### config.mk
export PLATFORM = sky130hd
export DESIGN_NAME = uart_tx_fifo_param
export DESIGN_NICKNAME = d
export VERILOG_FILES = /design/src/rtl/uart_tx_fifo_param.sv
export SDC_FILE = /design/constraint.sdc
export NUM_CORES = 1
export LEC_CHECK = 0
export BUFFER_PORTS_ARGS = -buffer_cell sky130_fd_sc_hd__buf_2
export CAP_MARGIN = 25
export CORE_UTILIZATION = 54
export CTS_BUF_LIST = sky130_fd_sc_hd__clkbuf_4 sky130_fd_sc_hd__clkbuf_8
export CTS_CLUSTER_SIZE = 12
export DETAILED_ROUTE_END_ITERATION = 6
export PLACE_DENSITY_LB_ADDON = 0.12
export SYNTH_ARGS = -nofsm -noshare
export SYNTH_HDL_FRONTEND = slang
export SYNTH_SLANG_ARGS = --single-unit
### constraint.sdc
create_clock -name clock -period 7.4 [get_ports clock]
set_clock_uncertainty 0.05 [all_clocks]
set_input_delay 0.37 -clock clock [delete_from_list [all_inputs] [get_ports clock]]
set_output_delay 0.37 -clock clock [all_outputs]
set_load 0.05 [all_outputs]
### src/rtl/uart_tx_fifo_param.sv
// Parametrised UART transmitter with a first-word-fall-through FIFO in front.
// Optional parity is built only when UART_TX_PARITY_EN is defined.
module uart_tx_fifo_param #(
  parameter int DATA_W     = 8,
  parameter int FIFO_DEPTH = 16,
  parameter int DIV_W      = 16
) (
  input  logic                            clock,
  input  logic                            reset,
  input  logic [DIV_W-1:0]                baud_div,
  input  logic                            cfg_two_stop,
  input  logic                            cfg_parity_en,
  input  logic                            cfg_parity_odd,
  input  logic [DATA_W-1:0]               in_data,
  input  logic                            in_valid,
  output logic                            in_ready,
  output logic                            txd,
  output logic                            busy,
  output logic [$clog2(FIFO_DEPTH+1)-1:0] fifo_level,
  output logic [2:0]                      dbg_state
);

  localparam int AW = $clog2(FIFO_DEPTH);
  localparam int LW = $clog2(FIFO_DEPTH+1);
  localparam int BW = $clog2(DATA_W);

  typedef enum logic [2:0] {
    S_IDLE   = 3'd0,
    S_START  = 3'd1,
    S_DATA   = 3'd2,
    S_PARITY = 3'd3,
    S_STOP   = 3'd4
  } state_t;

  state_t state;

  logic [DATA_W-1:0] mem [FIFO_DEPTH];
  logic [AW-1:0]     wr_ptr;
  logic [AW-1:0]     rd_ptr;
  logic [LW-1:0]     count;
  logic              full;
  logic              empty;
  logic              push;
  logic              pop;
  logic [DATA_W-1:0] head;

  logic [DIV_W-1:0]  div_q;
  logic [DIV_W-1:0]  timer;
  logic              bit_end;
  logic              two_stop_q;
  logic              stop_idx;
  logic [DATA_W-1:0] shreg;
  logic [BW-1:0]     bit_idx;
  logic              frame_done;
  logic              txd_next;

  // Handshake: in_data is taken on a clock edge where in_valid && in_ready;
  // in_valid may rise at any time and in_ready depends only on FIFO fullness and reset.
  assign full     = (count == LW'(FIFO_DEPTH));
  assign empty    = (count == '0);
  assign in_ready = !reset && !full;
  assign push     = in_valid && in_ready;
  assign head     = mem[rd_ptr];

  assign bit_end    = (timer == div_q);
  assign frame_done = (state == S_STOP) && bit_end && (stop_idx || !two_stop_q);
  assign pop        = !empty && ((state == S_IDLE) || frame_done);

  assign fifo_level = count;
  assign busy       = (state != S_IDLE) || (count != '0);
  assign dbg_state  = state;

  always_ff @(posedge clock) begin
    if (push) begin
      mem[wr_ptr] <= in_data;
    end
  end

  always_ff @(posedge clock) begin
    if (reset) begin
      wr_ptr <= '0;
      rd_ptr <= '0;
      count  <= '0;
    end else begin
      if (push) begin
        wr_ptr <= wr_ptr + AW'(1);
      end
      if (pop) begin
        rd_ptr <= rd_ptr + AW'(1);
      end
      case ({push, pop})
        2'b10:   count <= count + LW'(1);
        2'b01:   count <= count - LW'(1);
        default: count <= count;
      endcase
    end
  end

`ifdef UART_TX_PARITY_EN
  logic par_en_q;
  logic par_bit_q;

  always_ff @(posedge clock) begin
    if (reset) begin
      par_en_q  <= 1'b0;
      par_bit_q <= 1'b0;
    end else if (pop) begin
      par_en_q  <= cfg_parity_en;
      par_bit_q <= cfg_parity_odd ? ~^head : ^head;
    end
  end
`else
  logic unused_parity_cfg;
  assign unused_parity_cfg = cfg_parity_en ^ cfg_parity_odd;
`endif

  always_comb begin
    txd_next = 1'b1;
    case (state)
      S_START:  txd_next = 1'b0;
      S_DATA:   txd_next = shreg[0];
`ifdef UART_TX_PARITY_EN
      S_PARITY: txd_next = par_bit_q;
`endif
      default:  txd_next = 1'b1;
    endcase
  end

  // txd is the registered image of the current state, so every bit on the
  // line trails the state by one clock; this also gives the two-edge start latency.
  always_ff @(posedge clock) begin
    if (reset) begin
      state      <= S_IDLE;
      txd        <= 1'b1;
      timer      <= '0;
      div_q      <= '0;
      two_stop_q <= 1'b0;
      stop_idx   <= 1'b0;
      shreg      <= '0;
      bit_idx    <= '0;
    end else begin
      txd <= txd_next;

      if (state == S_IDLE || bit_end) begin
        timer <= '0;
      end else begin
        timer <= timer + DIV_W'(1);
      end

      // Frame configuration is captured with each word so mid-frame edits wait.
      if (pop) begin
        shreg      <= head;
        div_q      <= baud_div;
        two_stop_q <= cfg_two_stop;
      end

      case (state)
        S_IDLE: begin
          if (!empty) begin
            state <= S_START;
          end
        end
        S_START: begin
          if (bit_end) begin
            state   <= S_DATA;
            bit_idx <= '0;
          end
        end
        S_DATA: begin
          if (bit_end) begin
            shreg <= shreg >> 1;
            if (bit_idx == BW'(DATA_W-1)) begin
              stop_idx <= 1'b0;
`ifdef UART_TX_PARITY_EN
              state    <= par_en_q ? S_PARITY : S_STOP;
`else
              state    <= S_STOP;
`endif
            end else begin
              bit_idx <= bit_idx + BW'(1);
            end
          end
        end
`ifdef UART_TX_PARITY_EN
        S_PARITY: begin
          if (bit_end) begin
            state    <= S_STOP;
            stop_idx <= 1'b0;
          end
        end
`endif
        S_STOP: begin
          if (bit_end) begin
            if (stop_idx || !two_stop_q) begin
              state <= empty ? S_IDLE : S_START;
            end else begin
              stop_idx <= 1'b1;
            end
          end
        end
        default: state <= S_IDLE;
      endcase
    end
  end

endmodule

==> results of run 1 <==
[metrics by stage]
stage	power [mW]	util	hold WS (ns)	cells
6_report	2.77	0.604	0.104	784
5_1_grt	2.91	0.604	0.0715	784
4_1_cts	2.80	0.601	0.0701	779
3_5_place_dp	2.16	0.576	0.403	747
3_3_place_gp	2.14	0.574	0.393	745
2_1_floorplan	2.01	-	0.386	548
[registers in the layout, indices dropped and copies added, names as in the netlist, 3 cells and up, named ones only]
| register | count |
|---|---|
| wr_ptr | 4 |
| div_q | 16 |
| rd_ptr | 4 |
| bit_idx | 3 |
| shreg | 8 |
| timer | 16 |
| mem | 128 |
| fifo_level | 5 |
| dbg_state | 3 |
[final timing paths]
check | start | endpoint | slack [ns] | cells past startpoint
worst max register to register | timer[2]$_SDFF_PP0_ | fifo_level[4]$_SDFFE_PP0P_ | 3.71 | 13
worst min register to register | bit_idx[1]$_SDFFE_PP0P_ | bit_idx[1]$_SDFFE_PP0P_ | 0.41 | 2
worst min-delay path | baud_div[14] | div_q[14]$_SDFFE_PP0N_ | 0.10 | 3
worst max-delay path | timer[2]$_SDFF_PP0_ | fifo_level[4]$_SDFFE_PP0P_ | 3.71 | 13
[layout by cell type (no fill, tap or decap), drive strengths merged, types with 5 or more instances in the layout]
| cell | count |
|---|---|
| a211oi | 8 |
| a21oi | 13 |
| buf | 49 |
| clkbuf | 18 |
| clkinv | 5 |
| dfxtp | 66 |
| edfxtp | 128 |
| ha | 12 |
| inv | 15 |
| mux2i | 35 |
| mux4 | 33 |
| nand2 | 21 |
| nand2b | 7 |
| nand3 | 6 |
| nand4 | 11 |
| nor2 | 72 |
| nor3 | 8 |
| o21ai | 8 |
| xnor2 | 28 |
| xor2 | 11 |
[per-layer routing]
metal / vias up / GRT usage
met1: 2204 / 0.279
met3: 10 / 0.0530
li1: 2115 / -
met2: 94 / 0.358
met4: 0 / 0.0858
met5: - / 0
[logic make-up (layout without fill, tap and decap cells)]
family | Yosys count | in the layout | synth area share
AOI/OAI and AO/OA | 47 | 47 | 0.0395
xor gates and xnor gates | 39 | 39 | 0.0428
adders and majority gates | 12 | 12 | 0.0188
buffers and inverters | 38 | 90 | 0.0223
DFF | 194 | 194 | 0.648
muxes | 69 | 69 | 0.139
and+or+nand+nor | 149 | 149 | 0.0905
[worst reg2reg max path: cells and delay by family, from the launching register on]
kind | cells | cell delay (ns)
xor gates and xnor gates | 3 | 0.39
DFF | 1 | 0.47
adders and majority gates | 2 | 0.56
and+or+nand+nor | 3 | 1.29
AOI/OAI and AO/OA | 5 | 0.87
[power by group]
part	internal [mW]	total (mW)	switching (mW)
clock	0.274	0.643	0.369
sequential	1.24	1.33	0.0849
combinational	0.361	0.800	0.439
total	1.88	2.77	0.893
[area by class of cell]
class	instances	share of cell area
Clock inverter	14	0.0142
Timing Repair Buffer	49	0.0329
Sequential cell	194	0.590
Clock buffer	18	0.0276
Tap cell	184	0.0263
Inverter	9	0.00386
Multi-Input combinational cell	316	0.305
==> impl_metrics.yaml, run 1 <==
outcome:
  status: "finished clean"
layout:
  area_growth_pct: 9.69
  diodes: 0
  design_area_um2: 8750
  layout-drive-gt1-share: 0.207
  fill_cells: 1121
  multi_input_comb_area_um2: 2670
  regArea_um2: 5170
  fin_nets: 629
power:
  leakage_nw: 2.98
  irDropWorstVdd_mv: 0.168
  powerDensity_nw_per_um2: 316
timing:
  relSlewSlack: 0.281
  fmax_mhz: 271
  layout_min_cycle_time_ns: 3.69
  setup_violations: 0
  min_period_over_period: 0.498
  tightest_slew_ns: 1.07
  rsz0062_at_grt: "no"
  setup_tns_ns: 0
  worst_slack_ns: 3.71
  drv_slew: 0
  hold_viol_final: 0
clock_tree:
  cts-buffers-inserted: 17
  cts_setup_buffers: 0
  clock_latency_ns: 0.45
  cts_sinks: 194
  ctsResizeCount: 0
  cts.clk_slew.worst_paths_ns: 0.09
  root_buffer: "clkbuf_8"
  postCtsHoldBufs: 0
  cts_tree: "yes"
  cts_buffer_depth: 2
  cts_htree_levels: 4
die:
  dieWidth_um: 124
  die_h_um: 124
  coreArea_um2: 14500
  dieArea_um2: 15300
  pin_count: 41
  initial_utilization: 0.551
  rows: 44
worst_setup_path:
  endpoint_kind: "flip-flop"
  path_class: "reg2reg"
  cp_num_buf_inv: 0
  crit_path_cell_trace: "xnor2_1 -> nand4_1 -> nor4_4 -> o2bb2ai_4 -> ha_1 -> xor2_1 -> ha_1 -> o21a_1 -> o22a_1 -> a21oi_1 -> xor2_1 -> or3_1 -> a21oi_1"
  cp.required_ns: 7.73
  critPathArrivalTime_ns: 4.02
  slowest_delay_ns: 0.80
  startpoint_type: "flip-flop"
  cp_slowest_cell: "nor4_4"
  path_max_fanout: 12
  critPathTopFamily: "simple AND/OR/NAND/NOR gates"
place:
  dpl.hpwl_um: 9670
  portBuffers: 38
  place_worst_setup_slack_ns: 3.76
  placed_cell_area_um2: 8340
  gp_congestion: 0.816
route:
  vias: 4423
  totalWireLength_um: 15300
  first_pass_iters: 4
  viasPerCell: 5.64
  m1WireLength_um: 6810
  wl_met3_um: 589
  dr_wl_met2_um: 7730
  drt_iter0_markers: 296
  ant_nets: 0
  drc: 0
  avgRoutedWirePerCell_um: 19.5
  top_layer_used: "met4"
global_route:
  overflow: 0
  globalRouteTotalUtil: 0.218
  grt_pass1_vias: 4446
  grt_first_pass_wirelength_um: 23600
  grt_max_degree: 56
  antenna_found_initial: 0
yosys:
  synth_top_area_share: 0.482
  synthCells: 548
  synthFlopType: "edfxtp_1"
  syn_area_um2: 7980
  synthDistinctLibCells: 49
  yosys_register_bits: 194
  ys_seq_area_frac: 0.648
  synth_commonest_cells: "edfxtp_1 (128), nor2_1 (72), dfxtp_1 (66)"
  synth.avg_cell_area_um2: 14.6
  yosysTopAreaCell: "edfxtp_1"
  synth_nets: 590
  synth-async-reset-ratio: 0
  yosys-top-cells-area: "edfxtp_1 (48%), dfxtp_1 (17%), mux4_2 (9.3%), mux2i_1 (4.4%), nor2_1 (3.4%)"
  synth_edf_count: 128
  synth_most_common_cell: "edfxtp_1"
  yosysWarnings: 0
job:
  max_cap_viol_count: 0
worst_hold_path:
  hold_path_class: "in2reg"
(Power assumes the default switching activity.)
==> inputs of run 2 (changes only) <==
==> constraint.sdc (replaced) <==
create_clock -name clock -period 3.6 [get_ports clock]
set_clock_uncertainty 0.05 [all_clocks]
set_input_delay 0.18 -clock clock [delete_from_list [all_inputs] [get_ports clock]]
set_output_delay 0.18 -clock clock [all_outputs]
set_load 0.05 [all_outputs]
==> impl_metrics.yaml, run 2 (synthesis gave the netlist of run 1 again) <==
outcome:
  status: "finished clean"
timing:
  hold_ws_ns: 0.0339
  min_period_over_period: 0.925
  relSlewSlack: 0.351
  setup_tns_ns: 0
  fmax_mhz: 300
  hold_viol_final: 0
  rsz0062_at_grt: "no"
  setup_violations: 0
  drv_slew: 0
  layout_min_cycle_time_ns: 3.33
  tightest_slew_ns: 0.970
clock_tree:
  cts-buffers-inserted: 17
  clock_latency_ns: 0.46
  cts_htree_levels: 4
  cts_setup_buffers: 0
  cts_buffer_depth: 2
  cts_sinks: 194
  root_buffer: "clkbuf_8"
  cts.clk_slew.worst_paths_ns: 0.10
  cts_tree: "yes"
layout:
  post-route-util: 0.615
  largest_register_ffs: 128
  area_growth_pct: 11.7
  fin_nets: 645
  layout-drive-gt1-share: 0.203
  layout_common_cells: "edfxtp_1 (128), nor2_1 (72), dfxtp_1 (61)"
  diodes: 0
  multi_input_comb_area_um2: 2650
  regArea_um2: 5170
  final_common_cell: "edfxtp_1"
  top_register: "mem"
  fill_cells: 1097
  reg_top3: "mem x128, div_q x16, timer x16"
global_route:
  antenna_found_initial: 0
  overflow: 0
  globalRouteTotalUtil: 0.205
  grt_first_pass_wirelength_um: 22500
  grt_max_degree: 55
  grt_pass1_vias: 4275
die:
  pin_count: 41
  dieWidth_um: 124
  rows: 44
  initial_utilization: 0.551
  die_h_um: 124
  dieArea_um2: 15300
  coreArea_um2: 14500
worst_setup_path:
  critPathArrivalTime_ns: 3.67
  ff2ff_setup_slack_ns: 0.27
  r2r_cells: 13
  path_class: "reg2reg"
  cp.required_ns: 3.94
  startpoint_type: "flip-flop"
  startpoint: "timer[2]$_SDFF_PP0_"
  endpoint_kind: "flip-flop"
  path_max_fanout: 8
  reg2reg_to: "fifo_level[4]$_SDFFE_PP0P_"
  r2r-start: "timer[2]$_SDFF_PP0_"
  endpoint: "fifo_level[4]$_SDFFE_PP0P_"
route:
  first_pass_iters: 4
  ant_nets: 0
  viasPerCell: 5.54
  drt_iter0_markers: 367
  drc: 0
  totalWireLength_um: 14500
  avgRoutedWirePerCell_um: 18.1
  vias: 4434
place:
  dpl.hpwl_um: 9560
  gp_congestion: 0.796
  portBuffers: 38
power:
  leakage_nw: 3.03
  powerDensity_nw_per_um2: 647
  irDropWorstVdd_mv: 0.372
worst_hold_path:
  holdPathStages: 1
  hold_start: "in_data[6]"
  hold_path_class: "in2reg"
job:
  max_cap_viol_count: 0
==> run 2: worst max-delay path, stage by stage (launching register included) <==
cell       delay (ns)
dfxtp_1          0.45
xnor2_1          0.14
nand4_1          0.17
nor4_4           0.43
o2bb2ai_4        0.16
ha_1             0.34
xor2_1           0.20
ha_1             0.22
a21boi_0         0.23
o22a_1           0.18
a21oi_1          0.08
xor2_1           0.16
or3_1            0.31
a21oi_1          0.15
==> run 2: power breakdown <==
part	leakage (nW)	total (mW)	switching, mW	internal (mW)
logic	1.15	1.69	0.912	0.782
clock network	0.184	1.33	0.767	0.566
registers	1.69	2.74	0.188	2.55
total	3.03	5.77	1.87	3.90
==> run 2: per-layer routing <==
layer / global-route usage / up-vias / part of all wire
met1: 0.266 / 2184 / 0.46
met4: 0.0678 / 0 / 0.012
li1: - / 2153 / -
met5: 0 / - / 0
met3: 0.0521 / 14 / 0.030
met2: 0.337 / 83 / 0.50
==> run 2: what timing repair did <==
item                                   CTS  global route
hold buffers                            17             0
resized for setup                        0             1
setup endpoints to repair                0             1
endpoints found under the hold margin   17             0
==> run 2: worst min-delay path by stage <==
stage	end	slack [ns]
2_1_floorplan	mem[0][0]$_DFFE_PP_	0.23
3_3_place_gp	div_q[8]$_SDFFE_PP0N_	0.36
3_5_place_dp	div_q[12]$_SDFFE_PP0N_	0.38
4_1_cts	mem[8][4]$_DFFE_PP_	0.01
5_1_grt	mem[11][6]$_DFFE_PP_	0.01
6_report	mem[8][6]$_DFFE_PP_	0.03
==> run 2: final cells by class <==
| class | instances | area share |
|---|---|---|
| clock buffer | 18 | 0.0271 |
| clock inverter | 14 | 0.0146 |
| inverter | 9 | 0.00379 |
| multi-input combinational | 316 | 0.298 |
| sequential | 194 | 0.581 |
| tap | 184 | 0.0258 |
| timing repair buffer | 65 | 0.0503 |
==> run 2: stage by stage <==
stage          power [mW]  worst slack, ns  std cells  cell area [um^2]
3_3_place_gp         4.44            0.342        751              8370
5_1_grt              6.09           0.0460        800              8910
4_1_cts              5.83            0.209        800              8910
3_5_place_dp         4.49            0.228        751              8370
6_report             5.77            0.270        800              8910
2_1_floorplan        4.13          0.00130        548              7990
